--- src/rtl/uart_pkg.sv ---
// rtl/uart_pkg.sv - shared receiver state encoding and bit-timing helper
package uart_pkg;

    typedef enum logic [2:0] {
        IDLE      = 3'd0,
        START     = 3'd1,
        DATA      = 3'd2,
        STOP      = 3'd3,
        WAIT_HIGH = 3'd4
    } rx_state_t;

    function automatic int clks_per_bit(input int clk_freq, input int baud);
        return clk_freq / baud;
    endfunction

endpackage

--- src/rtl/uart_receiver_if.sv ---
// rtl/uart_receiver_if.sv - received-byte strobe bundle; ferr exists only with UART_RX_FRAME_CHECK_EN
interface uart_receiver_if;
    logic [7:0] tdata;
    logic       tvalid;
`ifdef UART_RX_FRAME_CHECK_EN
    logic       ferr;
`endif

    modport master (
        output tdata,
        output tvalid
`ifdef UART_RX_FRAME_CHECK_EN
        ,
        output ferr
`endif
    );

    modport slave (
        input tdata,
        input tvalid
`ifdef UART_RX_FRAME_CHECK_EN
        ,
        input ferr
`endif
    );
endinterface

--- src/rtl/uart_receiver_core.sv ---
// rtl/uart_receiver_core.sv - 8N1 framing FSM on the synchronized line; UART_RX_FRAME_CHECK_EN gates bad-stop bytes
module uart_receiver_core
    import uart_pkg::*;
#(
    parameter int CLKS_PER_BIT = 10
) (
    input  logic            clk,
    input  logic            reset,
    input  logic            rx_s,
    uart_receiver_if.master rx_out
);

    localparam int CNT_W = $clog2(CLKS_PER_BIT);
    localparam logic [CNT_W-1:0] HALF_CNT = CNT_W'((CLKS_PER_BIT - 1) / 2);
    localparam logic [CNT_W-1:0] LAST_CNT = CNT_W'(CLKS_PER_BIT - 1);

    localparam logic [2:0] ST_IDLE      = IDLE;
    localparam logic [2:0] ST_START     = START;
    localparam logic [2:0] ST_DATA      = DATA;
    localparam logic [2:0] ST_STOP      = STOP;
    localparam logic [2:0] ST_WAIT_HIGH = WAIT_HIGH;

    logic [2:0]       state;
    logic [CNT_W-1:0] clk_cnt;
    logic [2:0]       bit_idx;
    logic [7:0]       shreg;

    always_ff @(posedge clk) begin
        if (reset) begin
            state         <= ST_IDLE;
            clk_cnt       <= '0;
            bit_idx       <= '0;
            shreg         <= '0;
            rx_out.tdata  <= '0;
            rx_out.tvalid <= 1'b0;
`ifdef UART_RX_FRAME_CHECK_EN
            rx_out.ferr   <= 1'b0;
`endif
        end else begin
            rx_out.tvalid <= 1'b0;
`ifdef UART_RX_FRAME_CHECK_EN
            rx_out.ferr   <= 1'b0;
`endif
            case (state)
                ST_IDLE: begin
                    if (!rx_s) begin
                        state   <= ST_START;
                        clk_cnt <= '0;
                    end
                end
                ST_START: begin
                    // A start bit that is gone by mid-bit was a glitch
                    if (clk_cnt == HALF_CNT) begin
                        clk_cnt <= '0;
                        bit_idx <= '0;
                        state   <= rx_s ? ST_IDLE : ST_DATA;
                    end else begin
                        clk_cnt <= clk_cnt + CNT_W'(1);
                    end
                end
                ST_DATA: begin
                    if (clk_cnt == LAST_CNT) begin
                        clk_cnt        <= '0;
                        shreg[bit_idx] <= rx_s;
                        if (bit_idx == 3'd7) begin
                            state <= ST_STOP;
                        end else begin
                            bit_idx <= bit_idx + 3'd1;
                        end
                    end else begin
                        clk_cnt <= clk_cnt + CNT_W'(1);
                    end
                end
                ST_STOP: begin
                    // Leave at mid-stop so the next start edge is not missed
                    if (clk_cnt == LAST_CNT) begin
                        clk_cnt <= '0;
                        state   <= rx_s ? ST_IDLE : ST_WAIT_HIGH;
`ifdef UART_RX_FRAME_CHECK_EN
                        if (rx_s) begin
                            rx_out.tdata  <= shreg;
                            rx_out.tvalid <= 1'b1;
                        end else begin
                            rx_out.ferr   <= 1'b1;
                        end
`else
                        rx_out.tdata  <= shreg;
                        rx_out.tvalid <= 1'b1;
`endif
                    end else begin
                        clk_cnt <= clk_cnt + CNT_W'(1);
                    end
                end
                ST_WAIT_HIGH: begin
                    if (rx_s) begin
                        state <= ST_IDLE;
                    end
                end
                default: state <= ST_IDLE;
            endcase
        end
    end

endmodule

--- src/rtl/uart_receiver_sync2.sv ---
// rtl/uart_receiver_sync2.sv - two-flop synchronizer with configurable reset value
module sync2 #(
    parameter logic RESET_VALUE = 1'b1
) (
    input  logic clk,
    input  logic reset,
    input  logic d,
    output logic q
);

    logic meta;

    always_ff @(posedge clk) begin
        if (reset) begin
            meta <= RESET_VALUE;
            q    <= RESET_VALUE;
        end else begin
            meta <= d;
            q    <= meta;
        end
    end

endmodule

--- src/rtl/uart_receiver.sv ---
// rtl/uart_receiver.sv - 8N1 UART receiver top, drop-in for uart_rec; Rx_ferr port only with UART_RX_FRAME_CHECK_EN
module uart_receiver
    import uart_pkg::*;
#(
    parameter int CLK_FREQ     = 50_000_000,
    parameter int BAUD         = 115_200,
    parameter int CLKS_PER_BIT = clks_per_bit(CLK_FREQ, BAUD)
) (
    input  logic       CLOCK_50,
    input  logic       Rx,
    input  logic       reset,
    output logic [7:0] Rx_Data,
    output logic       Rx_dval
`ifdef UART_RX_FRAME_CHECK_EN
    ,
    output logic       Rx_ferr
`endif
);

    logic rx_s;

    uart_receiver_if rx_bus ();

    sync2 #(
        .RESET_VALUE (1'b1)
    ) u_sync (
        .clk   (CLOCK_50),
        .reset (reset),
        .d     (Rx),
        .q     (rx_s)
    );

    uart_receiver_core #(
        .CLKS_PER_BIT (CLKS_PER_BIT)
    ) u_core (
        .clk    (CLOCK_50),
        .reset  (reset),
        .rx_s   (rx_s),
        .rx_out (rx_bus.master)
    );

    assign Rx_Data = rx_bus.tdata;
    assign Rx_dval = rx_bus.tvalid;
`ifdef UART_RX_FRAME_CHECK_EN
    assign Rx_ferr = rx_bus.ferr;
`endif

endmodule

--- config.mk ---
export PLATFORM = sky130hd
export DESIGN_NAME = uart_receiver
export DESIGN_NICKNAME = d
export VERILOG_FILES = /design/src/rtl/uart_pkg.sv /design/src/rtl/uart_receiver_if.sv /design/src/rtl/uart_receiver_core.sv /design/src/rtl/uart_receiver_sync2.sv /design/src/rtl/uart_receiver.sv
export SDC_FILE = /design/constraint.sdc
export NUM_CORES = 1
export LEC_CHECK = 0
export ABC_AREA = 0
export BUFFER_PORTS_ARGS = -buffer_cell sky130_fd_sc_hd__buf_2
export CAP_MARGIN = 15
export CORE_ASPECT_RATIO = 1.5
export CORE_MARGIN = 4
export CORE_UTILIZATION = 49
export CTS_CLUSTER_SIZE = 28
export DETAILED_ROUTE_END_ITERATION = 8
export GPL_ROUTABILITY_DRIVEN = 1
export PLACE_DENSITY_LB_ADDON = 0.15
export SLEW_MARGIN = 20
export SYNTH_ARGS = -nofsm -noshare
export SYNTH_HDL_FRONTEND = slang
export SYNTH_HIERARCHICAL = 1
export SYNTH_SLANG_ARGS = --single-unit
--- constraint.sdc ---
create_clock -name CLOCK_50 -period 2.7 [get_ports CLOCK_50]
set_input_delay 0.54 -clock CLOCK_50 [delete_from_list [all_inputs] [get_ports CLOCK_50]]
set_output_delay 0.54 -clock CLOCK_50 [all_outputs]
set_load 0.05 [all_outputs]
Word-level counts from Yosys, hierarchy flattened:

Cells that the tools add are included.

* $lt $le $gt $ge: 2
* bitwise logic cells: 1
* reduce and logical (&&, ||, !) cells: 11
* equal/unequal tests: 14
* multiplexer cells: 21
* divide/modulo/power cells: 0
* $add $sub $neg: 2
* $mul: 0
* shifts and indexed selects: 0

Operators with widths (count)
* two-way mux 3 bit: 10
* two-way mux 9 bit: 3
* one-hot mux 9 bit (3 select lines): 1
* one-hot mux 3 bit (5 select lines): 1
* adder 9 x 1 -> 9 bit, second input constant: 1
* equality test 9 x 8 -> 1 bit, second input constant: 1
* equality test 9 bit, second input constant: 1
* bitwise mux 8 bit: 1
* inequality test 2 x 1 -> 1 bit, second input constant: 4
* equality test 3 x 2 -> 1 bit, second input constant: 2
* equality test 3 bit, second input constant: 2
* inequality test 2 bit, second input constant: 3
* one-hot mux 3 bit (2 select lines): 1
* AND reduction 2 bit: 3
* AND reduction 6 bit: 1
* < comparator 3 x 4 -> 1 bit, second input constant: 1
* AND reduction 4 bit: 1
* OR reduction 2 bit: 2
* adder 3 x 1 -> 3 bit, second input constant: 1
* demux 1 bit (select 3 bit): 1
* equality test 3 x 1 -> 1 bit, second input constant: 1
* >= comparator 3 x 1 -> 1 bit, second input constant: 1
* logical NOT 3 bit: 1
* nonzero test 3 bit: 1
* 5 further kinds: 6

* memories: 0
* latch bits: 0
* memory bits (writable): 0
* logic and storage cells: 59
* bits in read-only memories: 0
* register bits: 34

Longest topological paths before layout:

Gate-level depths: netlist of the first run.

* depth after elaboration: 5
* depth in mapped cells: 7

By module:

Netlist of the first run, hierarchy kept.

By module, submodules not included
* uart_receiver_core: area an instance 1611.5 um2, cells an instance 184, sequential area each 640.6 um2, instances 1
* sync2: area an instance 52.6 um2, cells an instance 4, sequential area each 40.0 um2, instances 1

Least setup slack after synthesis of the first run:

Ideal clock, no wire load.

* kind: register to register
* start point: register u_core.bit_idx[0]
* end point: register u_core.bit_idx[0]
* setup slack: 0.891 ns
* path buffers: 0
* required time: 2.579 ns
* clock period less this slack: 1.809 ns
* arrival: 1.688 ns
* library setup time: 0.121 ns
* stages on the path, launching flop included: 7
* cells stage by stage: dfxtp_1 -> ha_1 -> ha_1 -> nor4bb_1 -> nand4b_1 -> a21oi_2 -> mux2_2

* longest elaborated chain between the ends: 4

Ends and longest elaborated chain
* start, declared: line uart_receiver_core.sv:25 `logic [2:0] bit_idx;`
* start signal, assigned: line uart_receiver_core.sv:68 `bit_idx <= bit_idx + 3'd1;`
* adder 3 x 1 -> 3 bit: line uart_receiver_core.sv:68
* two-way mux 3 bit: line uart_receiver_core.sv:65 `if (bit_idx == 3'd7) begin`
* two-way mux 3 bit: line uart_receiver_core.sv:62 `if (clk_cnt == LAST_CNT) begin`
* one-hot mux 3 bit (2 select lines): line uart_receiver_core.sv:44 `case (state)`

Several ways; a longest one is shown, not always the timed one. The select of a mux whose other input is x is not followed.
A chain may end at the register's enable or synchronous reset.

Final worst setup path of the first run:

* start point: register u_core.clk_cnt[1]
* end point: register u_core.state[0]

* longest elaborated chain between the ends: 3

Ends and longest elaborated chain
* start, declared: line uart_receiver_core.sv:24 `logic [CNT_W-1:0] clk_cnt;`
* start signal, assigned: line uart_receiver_core.sv:58 `clk_cnt <= clk_cnt + CNT_W'(1);`
* start signal, assigned: line uart_receiver_core.sv:71 `clk_cnt <= clk_cnt + CNT_W'(1);`
* start signal, assigned: line uart_receiver_core.sv:91 `clk_cnt <= clk_cnt + CNT_W'(1);`
* equality test 9 bit / equality test 9 x 8 -> 1 bit (equally long branches): line uart_receiver_core.sv:62, uart_receiver_core.sv:76, uart_receiver_core.sv:53
* inequality test 2 x 1 -> 1 bit (no source line)
* AND reduction 6 bit (no source line) *
* end signal, assigned: line uart_receiver_core.sv:56 `state <= rx_s ? ST_IDLE : ST_DATA;`
* end signal, assigned: line uart_receiver_core.sv:78 `state <= rx_s ? ST_IDLE : ST_WAIT_HIGH;`
* end, declared: line uart_receiver_core.sv:23 `logic [2:0] state;`

Every way passes the cells marked *; elsewhere a longest branch is shown, timed or not.

==> implementation parameters, run 1 <==
Parameter                              Value

CTS
  Post-CTS setup-driven buffer insertion count    0
  Total number of clock tree sinks    34
  Htree depth    2
  CTS buffer count    5
  Post-CTS Hold Buffers    0
  Number of resized instances in the post-cts repair step    0
  Root buffer selected by CTS    clkbuf_8
  Largest buffer count on any clock path    2
  Clk Latency, worst-skew pair    0.28 ns
  Clock input transition at the sequential cells of the worst setup and hold paths    roughly 0.06 ns
  Clock tree from TritonCTS    built

Critical path
  Startpoint-to-endpoint class of the critical path    reg -> reg
  Critical path data required time    2.91 ns
  R2R depth    6
  Worst flop-to-flop path startpoint    u_core/clk_cnt[1]$_SDFFE_PP0P_
  Capture instance of the worst register-to-register path    u_core/state[0]$_SDFFE_PP0P_
  Critical Path Sink Type    flip-flop
  Flop2flop setup slack    between 0.6 and 0.7 ns
  Kind of start point of the critical path    flip-flop
  Arrival time reported for the critical path endpoint    about 2.3 ns
  Maximum fanout encountered on the critical timing path    14

Power and ir drop
  Peak ir drop on the vdd network    between 400 and 500 uV
  NetSw    213 uW
  Leakage power    between 0.7 and 0.8 nW
  Portion of total power attributed to the clock network    0.373
  Switching fraction of total power    0.233
  Total power density per cell area    503 nW/um2
  Internal power    703 uW
  Proportion of power drawn by combinational gates    0.065
  Sequential cell fraction of total power    0.561

Die
  Number of placement rows    25
  Die Area    4410 um2
  Number of top-level pins    12
  Floorplan core area    3220 um2
  Starting utilization of the core area    0.517
  X dimension of the die    55.6 um
  Die height    ~80 um

Synthesis
  Area of the mapped netlist    1660 um2
  Area share of the leading cell type in the synthesized netlist    0.409
  Share of async-settable or async-resettable flops after synthesis    0
  Most used flip-flop cell after synthesis    dfxtp_1
  Number of distinct library cells after synthesis    42
  Cell accounting for the most synthesized area    dfxtp_1
  Synthesized-area fraction occupied by ao, oa, aoi and oai cells    0.118
  Combinational family with the most area after synthesis    simple AND/OR/NAND/NOR gates
  Sequential element share of the synthesized area    0.409
  Count of mapped cells out of synthesis    188
  Post-synthesis average cell area    8.85 um2
  Syn Nets    around 200
  Number of warnings reported in the yosys synthesis log    6
  Commonest cells in the netlist    dfxtp_1, nand2_1, mux2i_1, nor2_1, a21oi_1
  Cells taking the most area after synthesis    dfxtp_1, mux2i_1, nand2_1
  Library cell with the highest instance count after synthesis    dfxtp_1
  Synthesis-stage register bit count    34
  Number of enable-type register cells in the synthesized netlist    0
  Share of synthesized cell area in full adder, half adder and majority cells    0.0376
  Xor/xnor share of the synthesized area    0
  Synth Area in Simple Gates    0.280
  Mux cell area share after synthesis    0.115

Timing
  Minimum hold slack    0.408 ns
  Total negative setup slack    0 ns
  Number of setup violations in the final report    0
  Peak clock frequency supported by timing    roughly 0.49 GHz
  Ratio of final minimum period to clock period    0.758
  Pin slew with the least headroom to its limit    0.534 ns
  Shortest period the worst path allows    about 2.0 ns
  Max Slew Vio Count    0
  Max transition margin    0.643
  RSZ-0062 raised after global routing    false
  Final Hold Vio Count    0
  Setup clock skew after layout    0.00306 ns

Final layout
  Relative area change from synthesis to final layout    9.62%
  Number of nets in the layout    207
  Count of antenna diodes in the layout    0
  Fraction of layout instances using a drive strength above 1    0.126

Placed design
  RD Place Congestion    0.855
  Half-perimeter wire length after placement    2460 um
  Number of buffers added on ports    11

Route
  Number of remaining DRC errors    0
  Remaining number of nets flagged by the antenna check after routing    0
  Total via count in the routed design    1400
  Average detailed-routed wire length per instance    14.6 um
  Total Wirelength    roughly 3500 um
  Number of detailed-routing iterations run before antenna repair    4
  DR vias/cell    5.86
  Detailed Route Iter0 Violations    48

Global routing
  Wire length of the first global-routing pass    6290 um
  Via count of the first global-routing pass    1398
  Pin count of the biggest net entering global routing    25
  Antenna violations before repair    0
  Total congestion overflow after global routing    0
  Overall global routing resource usage    0.177

Worst hold path
  Class of the tightest hold or removal check    reg -> reg
  Count of cells along the worst hold path    1
  Origin of the worst min-delay path    u_sync/meta$_SDFF_PP1_
  End point of the most critical hold path    u_sync/q$_SDFF_PP1_

Flow run
  Maximum Capacitance Violations    0

Run status
  Status    finished, final reports clean
==> routing by layer <==
metal / vias to the layer above / routed length [um] / track usage
li1: 689 / - / -
met1: 681 / 1500 / 0.197
met2: 22 / 1810 / 0.316
met3: 8 / 118 / 0.0421
met4: 0 / 60 / 0.0754
met5: - / 0 / 0
==> worst max-delay path by stage <==
stage,start,endpoint,slack [ns],depth (start not counted)
2_1_floorplan,u_core/bit_idx[0]$_SDFFE_PP0P_,u_core/bit_idx[0]$_SDFFE_PP0P_,0.89,6
3_3_place_gp,u_core/clk_cnt[1]$_SDFFE_PP0P_,u_core/state[0]$_SDFFE_PP0P_,0.72,6
3_5_place_dp,u_core/clk_cnt[1]$_SDFFE_PP0P_,u_core/rx_out.tdata[4]$_SDFFE_PP0P_,0.67,6
4_1_cts,u_core/clk_cnt[1]$_SDFFE_PP0P_,u_core/state[0]$_SDFFE_PP0P_,0.65,6
5_1_grt,u_core/clk_cnt[1]$_SDFFE_PP0P_,u_core/rx_out.tdata[7]$_SDFFE_PP0P_,0.51,6
6_report,u_core/clk_cnt[1]$_SDFFE_PP0P_,u_core/state[0]$_SDFFE_PP0P_,0.65,6
==> power groups by stage <==
stage / Sequential [mW] / Combinational [mW] / Clock (mW)
after floorplan: 0.524 / 0.0439 / 0
after global placement: 0.525 / 0.0594 / 0
after detailed placement: 0.525 / 0.0590 / 0
after CTS: 0.514 / 0.0599 / 0.353
after global routing: 0.515 / 0.0674 / 0.378
final: 0.515 / 0.0598 / 0.342
==> cells by family after synthesis <==
| family | Yosys count |
|---|---|
| adders and majority gates | 5 |
| DFF | 34 |
| muxes | 19 |
| AOI/OAI and AO/OA | 30 |
| and+or+nand+nor | 84 |
| buffers and inverters | 16 |
==> cell usage in the layout (no fill, tap or decap), types with 3 or more instances in the layout <==
cell type	Yosys	routed
inv_1	6	6
dfxtp_1	34	34
o22ai_1	5	5
nor2_1	17	17
a21oi_1	10	10
buf_4	1	3
clkbuf_8	0	5
nand3_1	7	7
nand3b_1	5	5
buf_2	2	11
nand2_1	27	27
ha_1	5	5
nor2b_1	4	4
mux2i_1	18	18
nor3_1	4	4
==> layout make-up <==
cell class / count / area, um2
fill: 303 / 1400
clock buffer: 7 / 76.3
timing repair buffer: 14 / 77.6
sequential: 34 / 681
tap: 40 / 50.0
multi-input combinational: 138 / 917
inverter: 6 / 22.5
==> per-stage QoR <==
stage | cells | worst slack [ns] | utilization | power [mW] | area, um2
3_3_place_gp | 232 | 0.723 | 0.543 | 0.585 | 1750
6_report | 239 | 0.654 | 0.566 | 0.917 | 1820
5_1_grt | 239 | 0.508 | 0.566 | 0.960 | 1820
3_5_place_dp | 232 | 0.671 | 0.543 | 0.585 | 1750
2_1_floorplan | 188 | 0.891 | - | 0.568 | 1660
4_1_cts | 239 | 0.651 | 0.566 | 0.928 | 1820
==> flip-flops by register name (all words and copies together), names as in the netlist <==
name and cells:
u_core/bit_idx 3, u_core/clk_cnt 9, u_core/rx_out.tdata 8, u_core/rx_out.tvalid 1
u_core/shreg 8, u_core/state 3, u_sync/meta 1, u_sync/q 1
==> worst max-delay path, cell delays in order, from the launching register on <==
cell and delay, ns:
dfxtp_1 0.34, inv_1 0.09, ha_1 0.21, nand4bb_4 0.15
o311a_1 0.54, or4_1 0.53, a21oi_1 0.12
(Power assumes the default switching activity.)
==> run 2: changes to the inputs <==
--- a/config.mk
+++ b/config.mk
@@ -5,7 +5,7 @@
 export SDC_FILE = /design/constraint.sdc
 export NUM_CORES = 1
 export LEC_CHECK = 0
-export ABC_AREA = 0
+export ABC_AREA = 1
 export BUFFER_PORTS_ARGS = -buffer_cell sky130_fd_sc_hd__buf_2
 export CAP_MARGIN = 15
 export CORE_ASPECT_RATIO = 1.5
==> constraint.sdc (replaced) <==
create_clock -name CLOCK_50 -period 2 [get_ports CLOCK_50]
set_input_delay 0.4 -clock CLOCK_50 [delete_from_list [all_inputs] [get_ports CLOCK_50]]
set_output_delay 0.4 -clock CLOCK_50 [all_outputs]
set_load 0.05 [all_outputs]
==> run 2 against run 1 <==
  * Combinational power rose to 15 times the previous value
  * Register-to-register slack worse by 0.19 ns
  * Critical path depth down 1
  * Fmax up 33%
  * Final area up 11%
  * Synthesized cell count up 44%
  * Critical endpoint is now u_core/rx_out.tdata[7]$_SDFFE_PP0P_
==> implementation parameters, run 2 <==
Parameter                              Value

Run status
  Status    finished, final reports clean

Synthesis
  Number of warnings reported in the yosys synthesis log    6
  Cells taking the most area after synthesis    dfxtp_1, nand2_1, inv_1
  Commonest cells in the netlist    nand2_1, inv_1, dfxtp_1, nor2_1, a21oi_1
  Most used flip-flop cell after synthesis    dfxtp_1
  Area share of the leading cell type in the synthesized netlist    0.369
  Library cell with the highest instance count after synthesis    nand2_1
  Post-synthesis average cell area    approximately 7 um2
  Synthesis-stage register bit count    34
  Share of async-settable or async-resettable flops after synthesis    0
  Sequential element share of the synthesized area    0.369
  Syn Nets    279
  Cell accounting for the most synthesized area    dfxtp_1
  Number of enable-type register cells in the synthesized netlist    0
  Area of the mapped netlist    around 1800 um2
  Number of distinct library cells after synthesis    26
  Count of mapped cells out of synthesis    271

Global routing
  Pin count of the biggest net entering global routing    17
  Via count of the first global-routing pass    around 1.6k
  Overall global routing resource usage    0.173
  Wire length of the first global-routing pass    around 6700 um
  Antenna violations before repair    0
  Total congestion overflow after global routing    0

Critical path
  Max stage delay on crit path    0.48 ns
  Startpoint-to-endpoint class of the critical path    reg -> reg
  Critical path data required time    2.17 ns
  Crit-path cells    inv_1 > nor3_4 > nand3_2 > o21ai_0 > a21oi_1
  Maximum fanout encountered on the critical timing path    16
  Kind of start point of the critical path    flip-flop
  Arrival time reported for the critical path endpoint    1.71 ns
  Slowest stage cell on the critical path    dfxtp_1
  Critical Path Sink Type    flip-flop

Die
  Die Area    4830 um2
  Number of top-level pins    12
  Starting utilization of the core area    0.505
  Floorplan core area    3650 um2
  X dimension of the die    58.1 um
  Die height    83.1 um
  Number of placement rows    27

Placed design
  Number of placed instances, taps included    320
  Post-placement worst setup slack    0.466 ns
  Area after detailed placement    1910 um2
  RD Place Congestion    ~0.90
  Half-perimeter wire length after placement    about 2900 um
  Number of buffers added on ports    11

Route
  Number of remaining DRC errors    0
  Remaining number of nets flagged by the antenna check after routing    0
  Total Wirelength    3660 um
  Average detailed-routed wire length per instance    11.2 um
  Total via count in the routed design    1586
  Detailed Route Iter0 Violations    64
  DR vias/cell    4.84
  Number of detailed-routing iterations run before antenna repair    4

Timing
  Number of setup violations in the final report    0
  Max transition margin    0.736
  Pin slew with the least headroom to its limit    0.395 ns
  Final Hold Vio Count    0
  RSZ-0062 raised after global routing    false
  Max Slew Vio Count    0
  Ratio of final minimum period to clock period    0.770
  Total negative setup slack    0 ns
  Peak clock frequency supported by timing    0.650 GHz
  Shortest period the worst path allows    1.54 ns
  Setup clock skew after layout    a little over 0.005 ns
  Least setup slack across all paths after layout    0.461 ns

CTS
  Total number of clock tree sinks    34
  Number of resized instances in the post-cts repair step    0
  Clk Latency, worst-skew pair    between 0.2 and 0.3 ns
  Clock input transition at the sequential cells of the worst setup and hold paths    0.07 ns
  Post-CTS setup-driven buffer insertion count    0
  CTS buffer count    5
  Root buffer selected by CTS    clkbuf_8
  Largest buffer count on any clock path    2
  Htree depth    2
  Post-CTS Hold Buffers    0
  Clock tree from TritonCTS    built

Final layout
  Most common cell after layout, fill and taps aside    nand2_1
  Count of antenna diodes in the layout    0
  Fraction of layout instances using a drive strength above 1    0.161
  Number of nets in the layout    a little under 300
  Relative area change from synthesis to final layout    9.98%
  Final Util    0.556
  Final non-filler cell area    2030 um2
  Largest registers    u_core/clk_cnt: 9 flops, u_core/rx_out.tdata: 8 flops, u_core/shreg: 8 flops
  Fin cells    328
  Flip-flop count of the largest register, all copies and words added    9
  Most frequent cells in the layout    nand2_1, inv_1, dfxtp_1
  Register with the most flip-flops    u_core/clk_cnt

Power and ir drop
  NetSw    943 uW
  Switching fraction of total power    0.402
  Proportion of power drawn by combinational gates    0.371
  Total power density per cell area    1160 nW/um2
  Leakage power    0.892 nW
  Sequential cell fraction of total power    0.362
  Portion of total power attributed to the clock network    0.267
  Internal power    roughly 1.4 mW
  Peak ir drop on the vdd network    680 uV

Flow run
  Maximum Capacitance Violations    0

Worst hold path
  Class of the tightest hold or removal check    in -> reg
==> run 2: changes by cell type after synthesis, sizes merged, moves of 6 or more <==
cell,previous run,this run
mux2i,18,0
inv,6,54
a21oi,11,24
o21ai,2,16
nor2,17,33
nand2,27,74
nor3,4,10
==> run 2: final timing paths <==
check             cells after the start  slack, ns                         start                                   to
setup / recovery                      5       0.46  u_core/state[1]$_SDFFE_PP0P_  u_core/rx_out.tdata[7]$_SDFFE_PP0P_
setup reg to reg                      5       0.46  u_core/state[1]$_SDFFE_PP0P_  u_core/rx_out.tdata[7]$_SDFFE_PP0P_
hold reg to reg                       2       0.41        u_sync/meta$_SDFF_PP1_                  u_sync/q$_SDFF_PP1_
hold / removal                        3       0.30                            Rx               u_sync/meta$_SDFF_PP1_
==> run 2: routing by layer <==
metal / vias to the layer above / share of wire / track usage
li1: 857 / - / -
met1: 696 / 0.40 / 0.186
met2: 29 / 0.56 / 0.325
met3: 4 / 0.032 / 0.0295
met4: 0 / 0.010 / 0.0612
met5: - / 0 / 0
==> run 2: power groups by stage <==
stage / registers (mW) / clock network (mW) / logic [mW]
global route: 0.863 / 0.673 / 1.00
floorplan: 0.818 / 0 / 0.769
CTS: 0.847 / 0.649 / 0.877
global placement: 0.862 / 0 / 0.872
detailed placement: 0.863 / 0 / 0.873
finish: 0.849 / 0.625 / 0.871
==> run 2: cell type report <==
type / instances / area (um2)
clock inverters: 3 / 45.0
flip-flops and latches: 34 / 681
multi-input cells: 177 / 911
repair buffers: 12 / 62.6
well taps: 43 / 53.8
inverters: 54 / 205
clock buffers: 5 / 68.8
fillers: 393 / 1620
==> run 2: logic make-up after synthesis <==
family | synth area share
adder cells (fa/ha/maj) | 0.0339
XOR/XNOR | 0.00475
flip-flops | 0.369
AO/OA/AOI/OAI | 0.115
buffers and inverters | 0.136
AND/OR/NAND/NOR | 0.341
==> run 2: per-stage QoR <==
step	power (mW)	hold slack [ns]
3_5_place_dp	1.74	0.400
4_1_cts	2.37	0.294
3_3_place_gp	1.73	0.393
6_report	2.34	0.300
2_1_floorplan	1.59	0.380
5_1_grt	2.54	0.309
==> run 2: critical path, delay by kind of cell, from the launching register on <==
kind | cells | cell delay [ns]
flops | 1 | 0.48
buf+inv | 1 | 0.12
simple gates | 2 | 0.51
compound gates | 2 | 0.31
==> run 3: changes to the inputs <==
==> constraint.sdc (replaced) <==
create_clock -name CLOCK_50 -period 1.32 [get_ports CLOCK_50]
set_input_delay 0.264 -clock CLOCK_50 [delete_from_list [all_inputs] [get_ports CLOCK_50]]
set_output_delay 0.264 -clock CLOCK_50 [all_outputs]
set_load 0.05 [all_outputs]
==> run 3 against run 2 <==
  * Clock skew is 0.0017 ns higher
  * Die area stayed put
  * The run now ends with setup timing left
  * Sequential cell count stayed put
  * Largest cell class unchanged
  * Highest routed layer unchanged
  * Clock power is 38% higher
  * Utilization is 11 points higher
  * Combinational power is 120% higher
==> implementation parameters, run 3 (synthesis gave the netlist of run 2 again) <==
Parameter                              Value

Final layout
  Count of antenna diodes in the layout    0
  Number of nets in the layout    326
  Fraction of layout instances using a drive strength above 1    0.332
  Filler cells    336
  Relative area change from synthesis to final layout    31.9%
  Most common cell after layout, fill and taps aside    nand2_1
  Final Util    0.666
  Most frequent cells in the layout    nand2_1, inv_1, buf_4
  Flip-flop count of the largest register, all copies and words added    9
  Final non-filler cell area    2430 um2
  Register with the most flip-flops    u_core/clk_cnt
  Largest registers    u_core/clk_cnt: 9 flops, u_core/rx_out.tdata: 8 flops, u_core/shreg: 8 flops

Placed design
  Number of buffers added on ports    11
  Post-placement worst setup slack    -0.112 ns
  Half-perimeter wire length after placement    3100 um
  Area after detailed placement    2180 um2
  RD Place Congestion    0.855

Power and ir drop
  Total power density per cell area    1660 nW/um2
  Peak ir drop on the vdd network    1340 uV
  Leakage power    1.08 nW

Worst hold path
  Origin of the worst min-delay path    Rx
  Count of cells along the worst hold path    3
  Class of the tightest hold or removal check    in -> reg

Die
  Starting utilization of the core area    0.505
  Die height    83.1 um
  Floorplan core area    3650 um2
  Number of placement rows    27
  X dimension of the die    a little under 60 um
  Die Area    roughly 4800 um2
  Number of top-level pins    12

Timing
  Max transition margin    0.788
  Ratio of final minimum period to clock period    1.05
  Peak clock frequency supported by timing    0.719 GHz
  Max Slew Vio Count    0
  Least setup slack across all paths after layout    -0.0707 ns
  Final Hold Vio Count    0
  Shortest period the worst path allows    between 1 and 1.5 ns
  RSZ-0062 raised after global routing    true
  Pin slew with the least headroom to its limit    0.317 ns
  Minimum hold slack    0.148 ns
  Number of setup violations in the final report    21
  Setup clock skew after layout    0.00692 ns

CTS
  Total number of clock tree sinks    34
  Root buffer selected by CTS    clkbuf_8
  Clock input transition at the sequential cells of the worst setup and hold paths    0.07 ns
  Clk Latency, worst-skew pair    0.29 ns
  Largest buffer count on any clock path    2
  Clock tree from TritonCTS    built
  Htree depth    2
  Post-CTS Hold Buffers    0
  CTS buffer count    5

Critical path
  Critical Path Sink Type    flip-flop
  Critical path data required time    around 1.5 ns
  Worst flop-to-flop path startpoint    u_core/clk_cnt[0]$_SDFFE_PP0P_
  Kind of start point of the critical path    flip-flop
  Startpoint-to-endpoint class of the critical path    reg -> reg
  R2R depth    10
  Maximum fanout encountered on the critical timing path    6
  Beginning of the critical path    u_core/clk_cnt[0]$_SDFFE_PP0P_
  Arrival time reported for the critical path endpoint    1.58 ns

Flow run
  Maximum Capacitance Violations    0

Global routing
  Pin count of the biggest net entering global routing    23
  Antenna violations before repair    0
  Total congestion overflow after global routing    0
  Via count of the first global-routing pass    1708
  Overall global routing resource usage    0.196
  Wire length of the first global-routing pass    ~7400 um

Route
  Remaining number of nets flagged by the antenna check after routing    0
  Total via count in the routed design    1742
  DR vias/cell    about 4.8
  Number of detailed-routing iterations run before antenna repair    4
  Number of remaining DRC errors    0
  Average detailed-routed wire length per instance    11.8 um
  Detailed Route Iter0 Violations    30
  Total Wirelength    4260 um

Run status
  Violated checks    setup timing
  Status    finished with violations
-- run 3: layer usage --
layer,vias to the layer above,routed length [um],global-route usage
li1,932,-,-
met4,0,92,0.0886
met2,20,2330,0.357
met5,-,0,0
met3,10,127,0.0373
met1,780,1710,0.209
-- run 3: final cells by class --
type / count / area [um2] / share of cell area
Multi-Input combinational cell: 178 / 1030 / 0.425
Inverter: 54 / 205 / 0.0844
Tap cell: 43 / 53.8 / 0.0221
Sequential cell: 34 / 696 / 0.286
Timing Repair Buffer: 45 / 339 / 0.139
Clock buffer: 6 / 93.8 / 0.0386
Clock inverter: 2 / 10.0 / 0.00412
-- run 3: worst max-delay path, stage by stage (launching register included) --
cell and delay (ns):
dfxtp_4 0.38, ha_4 0.15, nand2_4 0.06, nor2_4 0.12, nand2_4 0.12, nand2_4 0.10
nand2_4 0.07, nor2_4 0.13, nand2_1 0.07, nand2_1 0.06, nor2_1 0.04
-- run 3: where the power goes --
group	total (mW)	internal [mW]	leakage, nW	switching (mW)
Sequential	1.28	1.15	0.280	0.125
Combinational	1.88	0.763	0.749	1.12
Clock	0.865	0.479	0.0561	0.386
Total	4.03	2.39	1.08	1.63
-- run 3: what timing repair did --
item                       CTS  global route
setup buffers                4             0
pin swaps                   21            12
resized for setup           25             8
setup endpoints to repair   31            31
gates cloned                 1             0
-- run 3: final timing paths --
path,endpoint,slack [ns]
worst min register to register,u_sync/q$_SDFF_PP1_,0.41
worst max-delay path,u_core/state[2]$_SDFFE_PP0P_,-0.07
worst min-delay path,u_sync/meta$_SDFF_PP1_,0.15
worst max register to register,u_core/state[2]$_SDFFE_PP0P_,-0.07
-- run 3: through the flow --
step / instances / total power, mW / setup TNS, ns
floorplan: 271 / 2.47 / -0.00491
global placement: 349 / 2.96 / -1.12
global route: 362 / 4.33 / -4.05
CTS: 362 / 3.99 / -0.395
detailed placement: 349 / 2.98 / -1.47
finish: 362 / 4.03 / -0.563
